===== src/rtl/sprite_pkg.sv =====
// Shared types and default geometry for the sprite scheduler.
// Record field widths follow SPR_HWIDTH/SPR_VWIDTH; the scheduler's HWIDTH/VWIDTH must match them.
package sprite_pkg;

  localparam int SPR_HWIDTH = 10;
  localparam int SPR_VWIDTH = 10;
  localparam int SPR_HSIZE  = 64;
  localparam int SPR_VSIZE  = 64;

  typedef struct packed {
    logic                  en;
    logic [SPR_HWIDTH-1:0] hoff;
    logic [SPR_VWIDTH-1:0] voff;
  } sprite_rec_t;

  typedef enum logic {
    IDLE   = 1'b0,
    COMMIT = 1'b1
  } sched_state_t;

endpackage


===== src/rtl/sprite_hit_test.sv =====
// Combinational box test for one sprite: does the pixel fall inside [off, off+SIZE)?
module sprite_hit_test #(
  parameter int HWIDTH = 10,
  parameter int VWIDTH = 10,
  parameter int HSIZE  = 64,
  parameter int VSIZE  = 64
) (
  input  logic              en,
  input  logic [HWIDTH-1:0] hdata,
  input  logic [VWIDTH-1:0] vdata,
  input  logic [HWIDTH-1:0] hoff,
  input  logic [VWIDTH-1:0] voff,
  output logic              hit
);

  localparam logic [HWIDTH:0] HLIM = (HWIDTH+1)'(HSIZE);
  localparam logic [VWIDTH:0] VLIM = (VWIDTH+1)'(VSIZE);

  // The subtraction wraps modulo 2^W, so a pixel left of or above the origin
  // becomes a large distance and misses.
  logic [HWIDTH-1:0] hdist;
  logic [VWIDTH-1:0] vdist;

  assign hdist = hdata - hoff;
  assign vdist = vdata - voff;
  assign hit   = en && ({1'b0, hdist} < HLIM) && ({1'b0, vdist} < VLIM);

endmodule


===== src/rtl/sprite_scheduler.sv =====
// Picks the lowest-index sprite covering each pixel and commits game-written
// shadow positions to the active set once per frame, so sprites never tear.
module sprite_scheduler
  import sprite_pkg::*;
#(
  parameter int HWIDTH  = SPR_HWIDTH,
  parameter int VWIDTH  = SPR_VWIDTH,
  parameter int HSIZE   = SPR_HSIZE,
  parameter int VSIZE   = SPR_VSIZE,
  parameter int NSPRITE = 4,
  parameter int IDW     = $clog2(NSPRITE)
) (
  input  logic              clk,
  input  logic              rst_n,
  input  logic              frame_start,
  input  logic [HWIDTH-1:0] hdata,
  input  logic [VWIDTH-1:0] vdata,
  input  logic              wr_valid,
  output logic              wr_ready,
  input  logic [IDW-1:0]    wr_id,
  input  logic              wr_en,
  input  logic [HWIDTH-1:0] wr_hoff,
  input  logic [VWIDTH-1:0] wr_voff,
  output logic [HWIDTH-1:0] hdata_q,
  output logic [VWIDTH-1:0] vdata_q,
  output logic [HWIDTH-1:0] hoffset,
  output logic [VWIDTH-1:0] voffset,
  output logic [IDW-1:0]    sel_id,
  output logic              sel_hit,
  output logic              overrun
);

  sprite_rec_t  shadow [NSPRITE];
  sprite_rec_t  active [NSPRITE];
  sched_state_t state;
  logic [IDW-1:0] idx;
  logic [NSPRITE-1:0] hit;
  logic wr_fire;

  assign wr_fire = wr_valid && wr_ready;

  // NOTE: the record arrays are reset because "all sprites disabled" is the
  // architectural reset state, not just a simulation convenience.
  always_ff @(posedge clk or negedge rst_n) begin
    if (!rst_n) begin
      for (int i = 0; i < NSPRITE; i++) shadow[i] <= '0;
    end else if (wr_fire) begin
      shadow[wr_id] <= '{en: wr_en, hoff: wr_hoff, voff: wr_voff};
    end
  end

  // Commit walks one sprite per cycle; wr_ready is registered so it drops on
  // the same edge that enters COMMIT and rises on the edge that leaves it.
  always_ff @(posedge clk or negedge rst_n) begin
    if (!rst_n) begin
      state    <= IDLE;
      idx      <= '0;
      wr_ready <= 1'b1;
      overrun  <= 1'b0;
      for (int i = 0; i < NSPRITE; i++) active[i] <= '0;
    end else begin
      case (state)
        IDLE: begin
          if (frame_start) begin
            state    <= COMMIT;
            idx      <= '0;
            wr_ready <= 1'b0;
          end
        end
        COMMIT: begin
          active[idx] <= shadow[idx];
          if (frame_start) overrun <= 1'b1;
          if (idx == IDW'(NSPRITE - 1)) begin
            state    <= IDLE;
            wr_ready <= 1'b1;
          end else begin
            idx <= idx + IDW'(1);
          end
        end
        default: state <= IDLE;
      endcase
    end
  end

  for (genvar g = 0; g < NSPRITE; g++) begin : g_hit
    sprite_hit_test #(
      .HWIDTH (HWIDTH),
      .VWIDTH (VWIDTH),
      .HSIZE  (HSIZE),
      .VSIZE  (VSIZE)
    ) u_hit (
      .en    (active[g].en),
      .hdata (hdata),
      .vdata (vdata),
      .hoff  (active[g].hoff),
      .voff  (active[g].voff),
      .hit   (hit[g])
    );
  end

  logic              sel_hit_d;
  logic [IDW-1:0]    sel_id_d;
  logic [HWIDTH-1:0] hoffset_d;
  logic [VWIDTH-1:0] voffset_d;

  // NOTE: combinational logic uses blocking assignments with defaults first,
  // so every path assigns every output and no latch is inferred.
  always_comb begin
    sel_hit_d = 1'b0;
    sel_id_d  = '0;
    hoffset_d = '0;
    voffset_d = '0;
    // Scanning downward lets the lowest matching index overwrite the others.
    for (int i = NSPRITE - 1; i >= 0; i--) begin
      if (hit[i]) begin
        sel_hit_d = 1'b1;
        sel_id_d  = IDW'(i);
        hoffset_d = active[i].hoff;
        voffset_d = active[i].voff;
      end
    end
  end

  // NOTE: sequential state uses non-blocking assignments so every register
  // samples pre-edge values regardless of statement order.
  always_ff @(posedge clk or negedge rst_n) begin
    if (!rst_n) begin
      sel_hit <= 1'b0;
      sel_id  <= '0;
      hoffset <= '0;
      voffset <= '0;
      hdata_q <= '0;
      vdata_q <= '0;
    end else begin
      sel_hit <= sel_hit_d;
      sel_id  <= sel_id_d;
      hoffset <= hoffset_d;
      voffset <= voffset_d;
      hdata_q <= hdata;
      vdata_q <= vdata;
    end
  end

endmodule


===== config.mk =====
export PLATFORM = sky130hd
export DESIGN_NAME = sprite_scheduler
export DESIGN_NICKNAME = d
export VERILOG_FILES = /design/src/rtl/sprite_pkg.sv /design/src/rtl/sprite_hit_test.sv /design/src/rtl/sprite_scheduler.sv
export SDC_FILE = /design/constraint.sdc
export NUM_CORES = 1
export LEC_CHECK = 0
export CELL_PAD_IN_SITES_DETAIL_PLACEMENT = 2
export CELL_PAD_IN_SITES_GLOBAL_PLACEMENT = 2
export CORE_MARGIN = 1.5
export CORE_UTILIZATION = 36
export DETAILED_ROUTE_END_ITERATION = 8
export PLACE_DENSITY_LB_ADDON = 0.1
export SYNTH_ARGS = -nofsm -noshare
export SYNTH_HDL_FRONTEND = slang
export SYNTH_SLANG_ARGS = --single-unit

===== constraint.sdc =====
create_clock -name clk -period 2.6 [get_ports clk]
set_input_delay 0.78 -clock clk [delete_from_list [all_inputs] [get_ports clk]]
set_output_delay 0.78 -clock clk [all_outputs]
set_load 0.01 [all_outputs]

### Word-level counts from Yosys, hierarchy flattened

Index checks and enable logic that the tools add are counted.

| word-level totals | value |
|---|---|
| output and inout bits | 45 |
| RAM bits | 0 |
| bits in latches | 0 |
| word-level logic and storage cells | 110 |
| register bits after elaboration | 216 |
| memories | 0 |
| memory bits (read-only) | 0 |

| operators by class | value |
|---|---|
| muxes and demuxes | 34 |
| div/mod/pow operators | 0 |
| multiply operators | 0 |
| eq/ne operators | 4 |
| shift operators | 0 |
| add/subtract/negate cells | 9 |
| reduce and logical (&&, ||, !) cells | 14 |
| bitwise logic cells | 3 |
| magnitude comparators | 12 |

Operators with widths:

| operator | count |
|---|---|
| $bwmux 84 | 2 |
| $demux 21 s2 | 2 |
| $mux 21 | 4 |
| $lt 10x7->1 const B | 8 |
| $mux 10 | 8 |
| $sub 10x10->10 | 8 |
| $bmux 21 s2 | 1 |
| $mux 2 | 6 |
| $logic_and 1x1->1 | 11 |
| $mux 1 | 8 |
| $ge 3x3->1 const B | 2 |
| $lt 3x1->1 const B | 2 |
| $not 2->3 | 2 |
| $reduce_and 2->1 | 3 |
| $ne 2x2->1 const B | 2 |
| $pmux 1 s2 | 2 |
| $pmux 2 s2 | 1 |
| $add 2x1->2 const B | 1 |
| $eq 2x2->1 const B | 1 |
| $ne 2x1->1 const B | 1 |
| $not 1->1 | 1 |

### Logic depth before layout (Yosys ltp)

Gate-level depths: netlist of the first run.

| logic depth | value |
|---|---|
| word-level depth | 8 |
| gate-level depth with buffers | 12 |

### By module

Synthesis of the first run repeated with hierarchy kept, for this count alone.

| second synthesis, totals | value |
|---|---|
| cells, all modules | 903 |
| area total of the unflattened synthesis | 11344.6 um2 |

By module, submodules not included:

| module | times used | cells an instance | area an instance (um2) |
|---|---|---|---|
| sprite_scheduler | 1 | 551 | 8672.1 |
| sprite_hit_test | 4 | 88 | 668.1 |

### Worst setup path before layout of the first run

Ideal clock, no wire load.

| timing | value |
|---|---|
| kind | input -> register |
| start | input vdata[6] |
| end | register voffset[0] |
| buffers on the path | 2 |
| data arrival time | 2.914 ns |
| setup slack | -0.400 ns |
| stages on the path | 11 |
| cell sequence | ha_1 -> and3_1 -> a211oi_1 -> o21ai_0 -> xor2_1 -> a31oi_1 -> clkbuf_1 -> and4bb_2 -> buf_2 -> nand2_1 -> a32oi_2 |

| between the ends | value |
|---|---|
| cells in the longest elaborated chain, start to end | 7 |
| elaborated cells between the ends (all ways) | 16 |
| those cells by class | 4 x add/sub; 4 x order compare; 4 x mux; 4 x reduce/logical |

Ends and longest elaborated chain:

| element | line | text |
|---|---|---|
| from (decl) | sprite_scheduler.sv:17 | `input logic [VWIDTH-1:0] vdata,` |
| $sub 10x10->10 | sprite_hit_test.sv:25 | `assign vdist = vdata - voff;` |
| $lt 10x7->1 | sprite_hit_test.sv:26 | `assign hit = en && ({1'b0, hdist} < HLIM) && ({1'b0, vdist} < VLIM);` |
| $logic_and 1x1->1 | sprite_hit_test.sv:26 |  |
| $mux 10 (3 in series) | sprite_scheduler.sv:115 | `if (hit[i]) begin` |
| $mux 10 * | sprite_scheduler.sv:115 |  |
| via voffset_d[0] | sprite_scheduler.sv:104 | `logic [VWIDTH-1:0] voffset_d;` |
| to (signal assigned) | sprite_scheduler.sv:138 | `voffset <= voffset_d;` |
| to (decl) | sprite_scheduler.sv:27 | `output logic [VWIDTH-1:0] voffset,` |

Mark *: on every way through the listed nets, which the timed path passes. The rest lies on a longest branch.
A chain may end at the register's enable or synchronous reset.

### Worst setup path in the final report of the first run

| timing | value |
|---|---|
| start | input hdata[6] |
| end | register hoffset[4] |

| between the ends | value |
|---|---|
| cells in the longest elaborated chain, start to end | 8 |
| elaborated cells between the ends (all ways) | 20 |
| those cells by class | 4 x add/sub; 4 x order compare; 4 x mux; 8 x reduce/logical |

Ends and longest elaborated chain:

| element | line | text |
|---|---|---|
| from (decl) | sprite_scheduler.sv:16 | `input logic [HWIDTH-1:0] hdata,` |
| $sub 10x10->10 | sprite_hit_test.sv:24 | `assign hdist = hdata - hoff;` |
| $lt 10x7->1 | sprite_hit_test.sv:26 |  |
| $logic_and 1x1->1 (2 in series) | sprite_hit_test.sv:26 |  |
| $mux 10 (3 in series) | sprite_scheduler.sv:115 |  |
| $mux 10 * | sprite_scheduler.sv:115 |  |
| via hoffset_d[4] | sprite_scheduler.sv:103 | `logic [HWIDTH-1:0] hoffset_d;` |
| to (signal assigned) | sprite_scheduler.sv:137 | `hoffset <= hoffset_d;` |
| to (decl) | sprite_scheduler.sv:26 | `output logic [HWIDTH-1:0] hoffset,` |

Marked as above.

==> results.py, run 1 <==
metrics = {
    "synth": {
        "synthSimpleGateAreaFrac": 0.0820,
        "synth_area_mm2": 0.0115,
        "syn-num-nets": 1086,
        "synth_edf_count": 0,
        "synth.avg_cell_area_um2": 11.8,
        "netlist_instances": 971,
        "synth_top_family_by_area": "multiplexers",
        "synth_cell_type_count": 63,
        "synth-compound-area-share": 0.0977,
        "ys_async_sr_fraction": 1.00,
        "synthXorXnorAreaFrac": 0.00916,
        "seq_area_frac_synth": 0.471,
        "synthMuxAreaShare": 0.224,
        "synth_adder_area_share": 0.0742,
        "synth_seq_cells": 216,
        "yosysWarnings": 0,
        "ys.flop_type": "dfrtp_1",
    },
    "pwr": {
        "power.density_mw_per_mm2": 1230,
        "p_comb_frac": 0.524,
        "vdd_drop_max_uv": 556,
        "power.switching_w": 0.00790,
        "leakage_nw": 7.36,
        "seqPwrFrac": 0.282,
        "switching_share": 0.385,
        "p_int_w": 0.0126,
        "clockPowerShare": 0.194,
    },
    "cells_and_area": {
        "drive_above_1_share": 0.490,
        "syn_to_final_growth_pct": 45.6,
        "final_cell_mix": "dfrtp_1, mux2_2, buf_4, inv_1, clkdlybuf4s50_1",
        "layout_commonest_cell": "dfrtp_1",
        "nNetsFinal": 1368,
        "fin_cells": 1675,
        "antenna_cells": 0,
    },
    "timing": {
        "skew_ns": 0.0186,
        "worst_slack_ns": -0.367,
        "maxSlewViolCount": 0,
        "hold_viol_final": 0,
        "worstMarginPinSlew_ns": 0.631,
        "fin_crit_ns": 2.97,
        "fin_hold_ws_ns": 0.118,
        "max_freq_mhz": 337,
        "fin_crit_sh": 1.14,
        "rsz0062_at_grt": "yes",
        "fin_tns_setup_ns": -6.31,
        "finalSetupViolCount": 23,
        "slew_headroom": 0.579,
    },
    "clock_network": {
        "h-tree-depth": 1,
        "cts.clk_slew.worst_paths_ns": 0.05,
        "clockBufferDepth": 3,
        "cts_root_buf": "clkbuf_16",
        "insertion_delay_ns": 0.55,
        "numClockSinks": 216,
        "cts_tree": "yes",
        "numCtsBuffers": 26,
    },
    "routing": {
        "wl_um": 43000,
        "detail-route-antenna-nets": 0,
        "drt_iter0_markers": 388,
        "via_per_inst": 5.46,
        "num_vias": 9147,
        "dr.pass1.iters": 4,
        "drc": 0,
        "wl_per_cell_um": 25.7,
    },
    "outcome": {
        "violations": "negative setup slack",
        "status": "finished with violations",
    },
    "grt": {
        "antenna_found_initial": 0,
        "overflow": 0,
        "grt_pass1_vias": 10400,
        "grt_pass1_wl_um": 63100,
        "grt_usage": 0.252,
        "grt_max_degree": 65,
    },
    "floorplan": {
        "pin_count": 92,
        "start_util": 0.364,
        "die_x_um": 182,
        "core-area_mm2": 0.0315,
        "die_y_um": 182,
        "die_area_mm2": 0.0329,
        "rows": 65,
    },
    "setup_path": {
        "crit_required_ns": 3.01,
        "critPathMaxFanout": 5,
        "critical_path_arrival_ns": 3.37,
        "cp-start-kind": "primary input",
        "crit_path_end_kind": "flip-flop",
        "critPathKind": "in2reg",
    },
    "place": {
        "finalWeightedCongestion": 0.788,
        "dp.cells": 1586,
        "port_buffers": 91,
        "hpwl_um": 26400,
    },
    "run": {
        "max_cap_viol_count": 0,
    },
    "min_path": {
        "min_path_type": "in2async",
    },
}
[power by group through the flow]
stage | Clock [W] | Combinational [W] | Sequential, W
after floorplan | 0 | 0.00559 | 0.00537
after global placement | 0 | 0.00883 | 0.00560
after detailed placement | 0 | 0.00913 | 0.00571
after CTS | 0.00409 | 0.00982 | 0.00571
after global routing | 0.00420 | 0.0115 | 0.00596
final | 0.00398 | 0.0108 | 0.00579
[sequential cells by signal, indices dropped and copies added (netlist names), 2 cells and up]
signal,flops
active,84
hdata_q,10
hoffset,10
idx,2
sel_id,2
shadow,84
vdata_q,10
voffset,10
[routing by layer]
metal  vias up  wire length, um  GRT usage
li1       4084                -          -
met1      4833            18300      0.324
met2       165            21900      0.450
met3        65             1630     0.0273
met4         0             1150     0.0683
met5         -                0          0
[cells by family after synthesis]
kind of cell / Yosys count
AO/OA/AOI/OAI: 164
XOR/XNOR: 12
adder cells (fa/ha/maj): 68
buffers and inverters: 123
flip-flops: 216
multiplexers: 209
AND/OR/NAND/NOR: 179
[synth_stat cells, drive strengths merged, types with 9 or more instances]
library cell	number	area (um^2)
a32oi	11	104
mux2i	16	160
a22oi	10	75.1
mux4	21	473
o21ai	40	200
nor2b	12	75.1
clkbuf	25	93.8
a31oi	16	100
a21o	9	67.6
a21oi	31	155
dfrtp	215	5380
nor2	26	97.6
nand3	31	155
inv	87	327
or2	13	81.3
mux2	172	1940
buf	11	56.3
nand2	51	194
ha	68	851
[repair_timing]
item | in CTS | in global routing
setup buffers | 14 | 23
pin swaps | 38 | 42
gates resized for setup | 151 | 121
hold buffers | 0 | 0
cloned | 7 | 1
endpoints found under the setup margin | 23 | 23
[layout make-up]
class	instances	area (um^2)
fillers	3040	14800
multi-input cells	634	6760
flip-flops and latches	216	5410
repair buffers	288	2770
clock buffers	38	746
well taps	402	503
inverters	87	329
clock inverters	10	189
[critical path, stage by stage]
cell and delay [ns]:
clkdlybuf4s15_1 0.18, buf_6 0.13, buf_4 0.15, ha_1 0.35
a21o_1 0.21, a21oi_4 0.23, o21ai_0 0.14, nor3_1 0.14
o211a_1 0.23, buf_4 0.16, nand4bb_2 0.19, buf_4 0.23
nand3_1 0.11, a32oi_2 0.11
[through the flow]
| step | setup slack (ns) | total power, W | cell area (um^2) | util |
|---|---|---|---|---|
| 2_1_floorplan | -0.209 | 0.0110 | 11800 | - |
| 3_3_place_gp | -1.26 | 0.0144 | 14400 | 0.458 |
| 3_5_place_dp | -1.29 | 0.0148 | 14400 | 0.458 |
| 4_1_cts | -0.288 | 0.0196 | 16100 | 0.510 |
| 5_1_grt | -0.386 | 0.0217 | 16700 | 0.531 |
| 6_report | -0.367 | 0.0205 | 16700 | 0.531 |
[final timing paths]
path / depth (start not counted) / startpoint / slack, ns / end
worst max-delay path: 14 / hdata[6] / -0.37 / hoffset[4]
worst min-delay path: 1 / rst_n / 0.12 / active[56]
worst max register to register: 12 / active[65] / -0.28 / hoffset[6]
worst min register to register: 1 / overrun / 0.48 / overrun
max in group asynchronous: 2 / rst_n / 1.78 / shadow[66]
min in group clk: 1 / vdata[3] / 0.41 / vdata_q[3]
No activity file was read; power rests on OpenSTA's default activity.
==> inputs of run 2 (changes only) <==
Settings changed: CELL_PAD_IN_SITES_DETAIL_PLACEMENT 2 to not set, CELL_PAD_IN_SITES_GLOBAL_PLACEMENT 2 to not set, CORE_UTILIZATION 36 to 53, PLACE_DENSITY set to 0.77, PLACE_DENSITY_LB_ADDON 0.1 to not set.
Clock period 2.6 ns to 2.7 ns, I/O delays scaled along.
==> run 2 against run 1 <==
The run still ends with negative setup slack left. Combinational power is 13% lower. Hold slack better by 0.13 ns. Clock skew down 0.0035 ns. First-iteration DRC count rose by 56%. Register-to-register slack improved by 0.08 ns. Clock power decreased by 16%. Sequential cell count is the same. Critical path depth shrank 2. Clock-buffer cell count is 9 lower. Utilization grew 22 points. Die area fell by 32%.
==> results.py, run 2 (same netlist as run 1, synthesis figures left out) <==
metrics = {
    "outcome": {
        "status": "finished with violations",
        "violations": "negative setup slack",
    },
    "setup_path": {
        "crit_path_end_kind": "flip-flop",
        "cp-start-kind": "primary input",
        "crit_required_ns": 3.11,
        "ff2ff_path_depth": 12,
        "crit_start": "vdata[7]",
        "crit_slowest_cell": "ha_1",
        "critPathMaxFanout": 8,
        "critPathKind": "in2reg",
        "path_depth": 12,
        "cpPeakStageDelay_ns": 0.39,
        "crit_family": "compound AO/OA/AOI/OAI gates",
        "path_buf_inv": 4,
        "timing.rr.start": "active[6]",
        "crit_top_cell": "o21ai_0",
        "critical_path_arrival_ns": 3.43,
        "path_cells": "clkdlybuf4s15_2 -> ha_1 -> buf_4 -> nand2_1 -> o21ai_0 -> o21ai_0 -> o2111ai_2 -> nor4_4 -> buf_6 -> buf_12 -> nand3_1 -> a32oi_1",
    },
    "place": {
        "port_buffers": 91,
        "finalWeightedCongestion": 0.887,
        "dp.cells": 1413,
        "hpwl_um": 21100,
    },
    "cells_and_area": {
        "top_regs": "active x84, shadow x84",
        "syn_to_final_growth_pct": 38.1,
        "fin_cells": 1491,
        "fin_util": 0.749,
        "nNetsFinal": 1315,
        "drive_above_1_share": 0.451,
        "nFillCells": 1270,
        "final_cell_mix": "dfrtp_1, mux2_2, buf_4, inv_1, clkdlybuf4s50_1",
        "antenna_cells": 0,
        "layout_commonest_cell": "dfrtp_1",
    },
    "floorplan": {
        "die_x_um": 150,
        "die_y_um": 150,
        "rows": 53,
        "pin_count": 92,
        "start_util": 0.542,
        "core-area_mm2": 0.0212,
        "die_area_mm2": 0.0225,
    },
    "timing": {
        "maxSlewViolCount": 0,
        "slew_headroom": 0.585,
        "hold_viol_final": 0,
        "skew_ns": 0.0151,
        "rsz0062_at_grt": "yes",
        "fin_crit_sh": 1.12,
        "fin_crit_ns": 3.02,
        "worst_slack_ns": -0.321,
        "max_freq_mhz": 331,
        "worstMarginPinSlew_ns": 0.622,
        "finalSetupViolCount": 23,
    },
    "clock_network": {
        "insertion_delay_ns": 0.52,
        "cts_root_buf": "clkbuf_16",
        "numClockSinks": 216,
        "cts_tree": "yes",
        "h-tree-depth": 1,
        "clockBufferDepth": 3,
        "cts.clk_slew.worst_paths_ns": 0.06,
        "numCtsBuffers": 23,
    },
    "grt": {
        "grt_max_degree": 65,
        "overflow": 0,
        "grt_usage": 0.299,
        "grt_pass1_wl_um": 51600,
        "grt_pass1_vias": 9678,
        "antenna_found_initial": 1,
    },
    "routing": {
        "detail-route-antenna-nets": 0,
        "via_per_inst": 6.17,
        "wl_um": 34400,
        "wl_per_cell_um": 23.1,
        "num_vias": 9194,
        "dr.pass1.iters": 5,
        "drt_iter0_markers": 604,
        "drc": 0,
    },
    "pwr": {
        "leakage_nw": 7.00,
        "vdd_drop_max_uv": 570,
        "power.density_mw_per_mm2": 1160,
    },
    "min_path": {
        "min_path_type": "in2async",
    },
    "run": {
        "max_cap_viol_count": 0,
    },
}
run 2: changes by cell type in the layout (fill, tap and decap cells not counted), moves of 5 or more:
cell	before	now
buf_4	154	102
clkbuf_1	7	2
ha_1	34	29
inv_1	76	84
inv_2	10	3
o21ai_1	9	14
run 2: metal layers:
| metal | up-vias | global-route usage | routed length (um) |
|---|---|---|---|
| met2 | 456 | 0.498 | 16500 |
| li1 | 3986 | - | - |
| met5 | - | 0 | 0 |
| met3 | 162 | 0.0558 | 2640 |
| met1 | 4590 | 0.381 | 13400 |
| met4 | 0 | 0.134 | 1930 |
run 2: worst paths after layout:
check / to / slack (ns)
max: hoffset[1] / -0.32
min: active[5] / 0.25
max reg2reg: hoffset[1] / -0.20
min reg2reg: overrun / 0.47
max in group asynchronous: shadow[49] / 1.78
min in group clk: overrun / 0.47
run 2: metrics by stage:
stage	power (W)	cell area [um^2]	setup TNS, ns	setup slack (ns)	hold slack, ns
6_report	0.0183	15800	-5.72	-0.321	0.246
4_1_cts	0.0176	15600	-1.07	-0.0784	0.263
3_5_place_dp	0.0133	13900	-24.39	-1.15	0.455
3_3_place_gp	0.0129	13900	-23.22	-1.06	0.451
5_1_grt	0.0192	15800	-5.42	-0.296	0.284
2_1_floorplan	0.0105	11800	-2.06	-0.139	0.473
run 2: what timing repair did:
action	4_1_cts	5_1_grt
pin swaps	53	34
cloned	7	1
gates resized for setup	180	56
hold buffers	0	0
endpoints found under the setup margin	23	23
buffers inserted	23	8
run 2: layout make-up:
cell class                 count  area (um^2)  share of cell area
multi-input combinational    635         6640               0.419
inverter                      87          327              0.0206
clock inverter                12          166              0.0105
tap                          275          344              0.0217
timing repair buffer         237         2310               0.146
clock buffer                  29          638              0.0403
sequential                   216         5410               0.341
run 2: power by group:
| part | leakage [nW] | internal [W] | switching (W) | total [W] |
|---|---|---|---|---|
| Clock | 0.399 | 0.00205 | 0.00130 | 0.00336 |
| Combinational | 3.96 | 0.00474 | 0.00467 | 0.00941 |
| Sequential | 2.65 | 0.00459 | 0.000952 | 0.00555 |
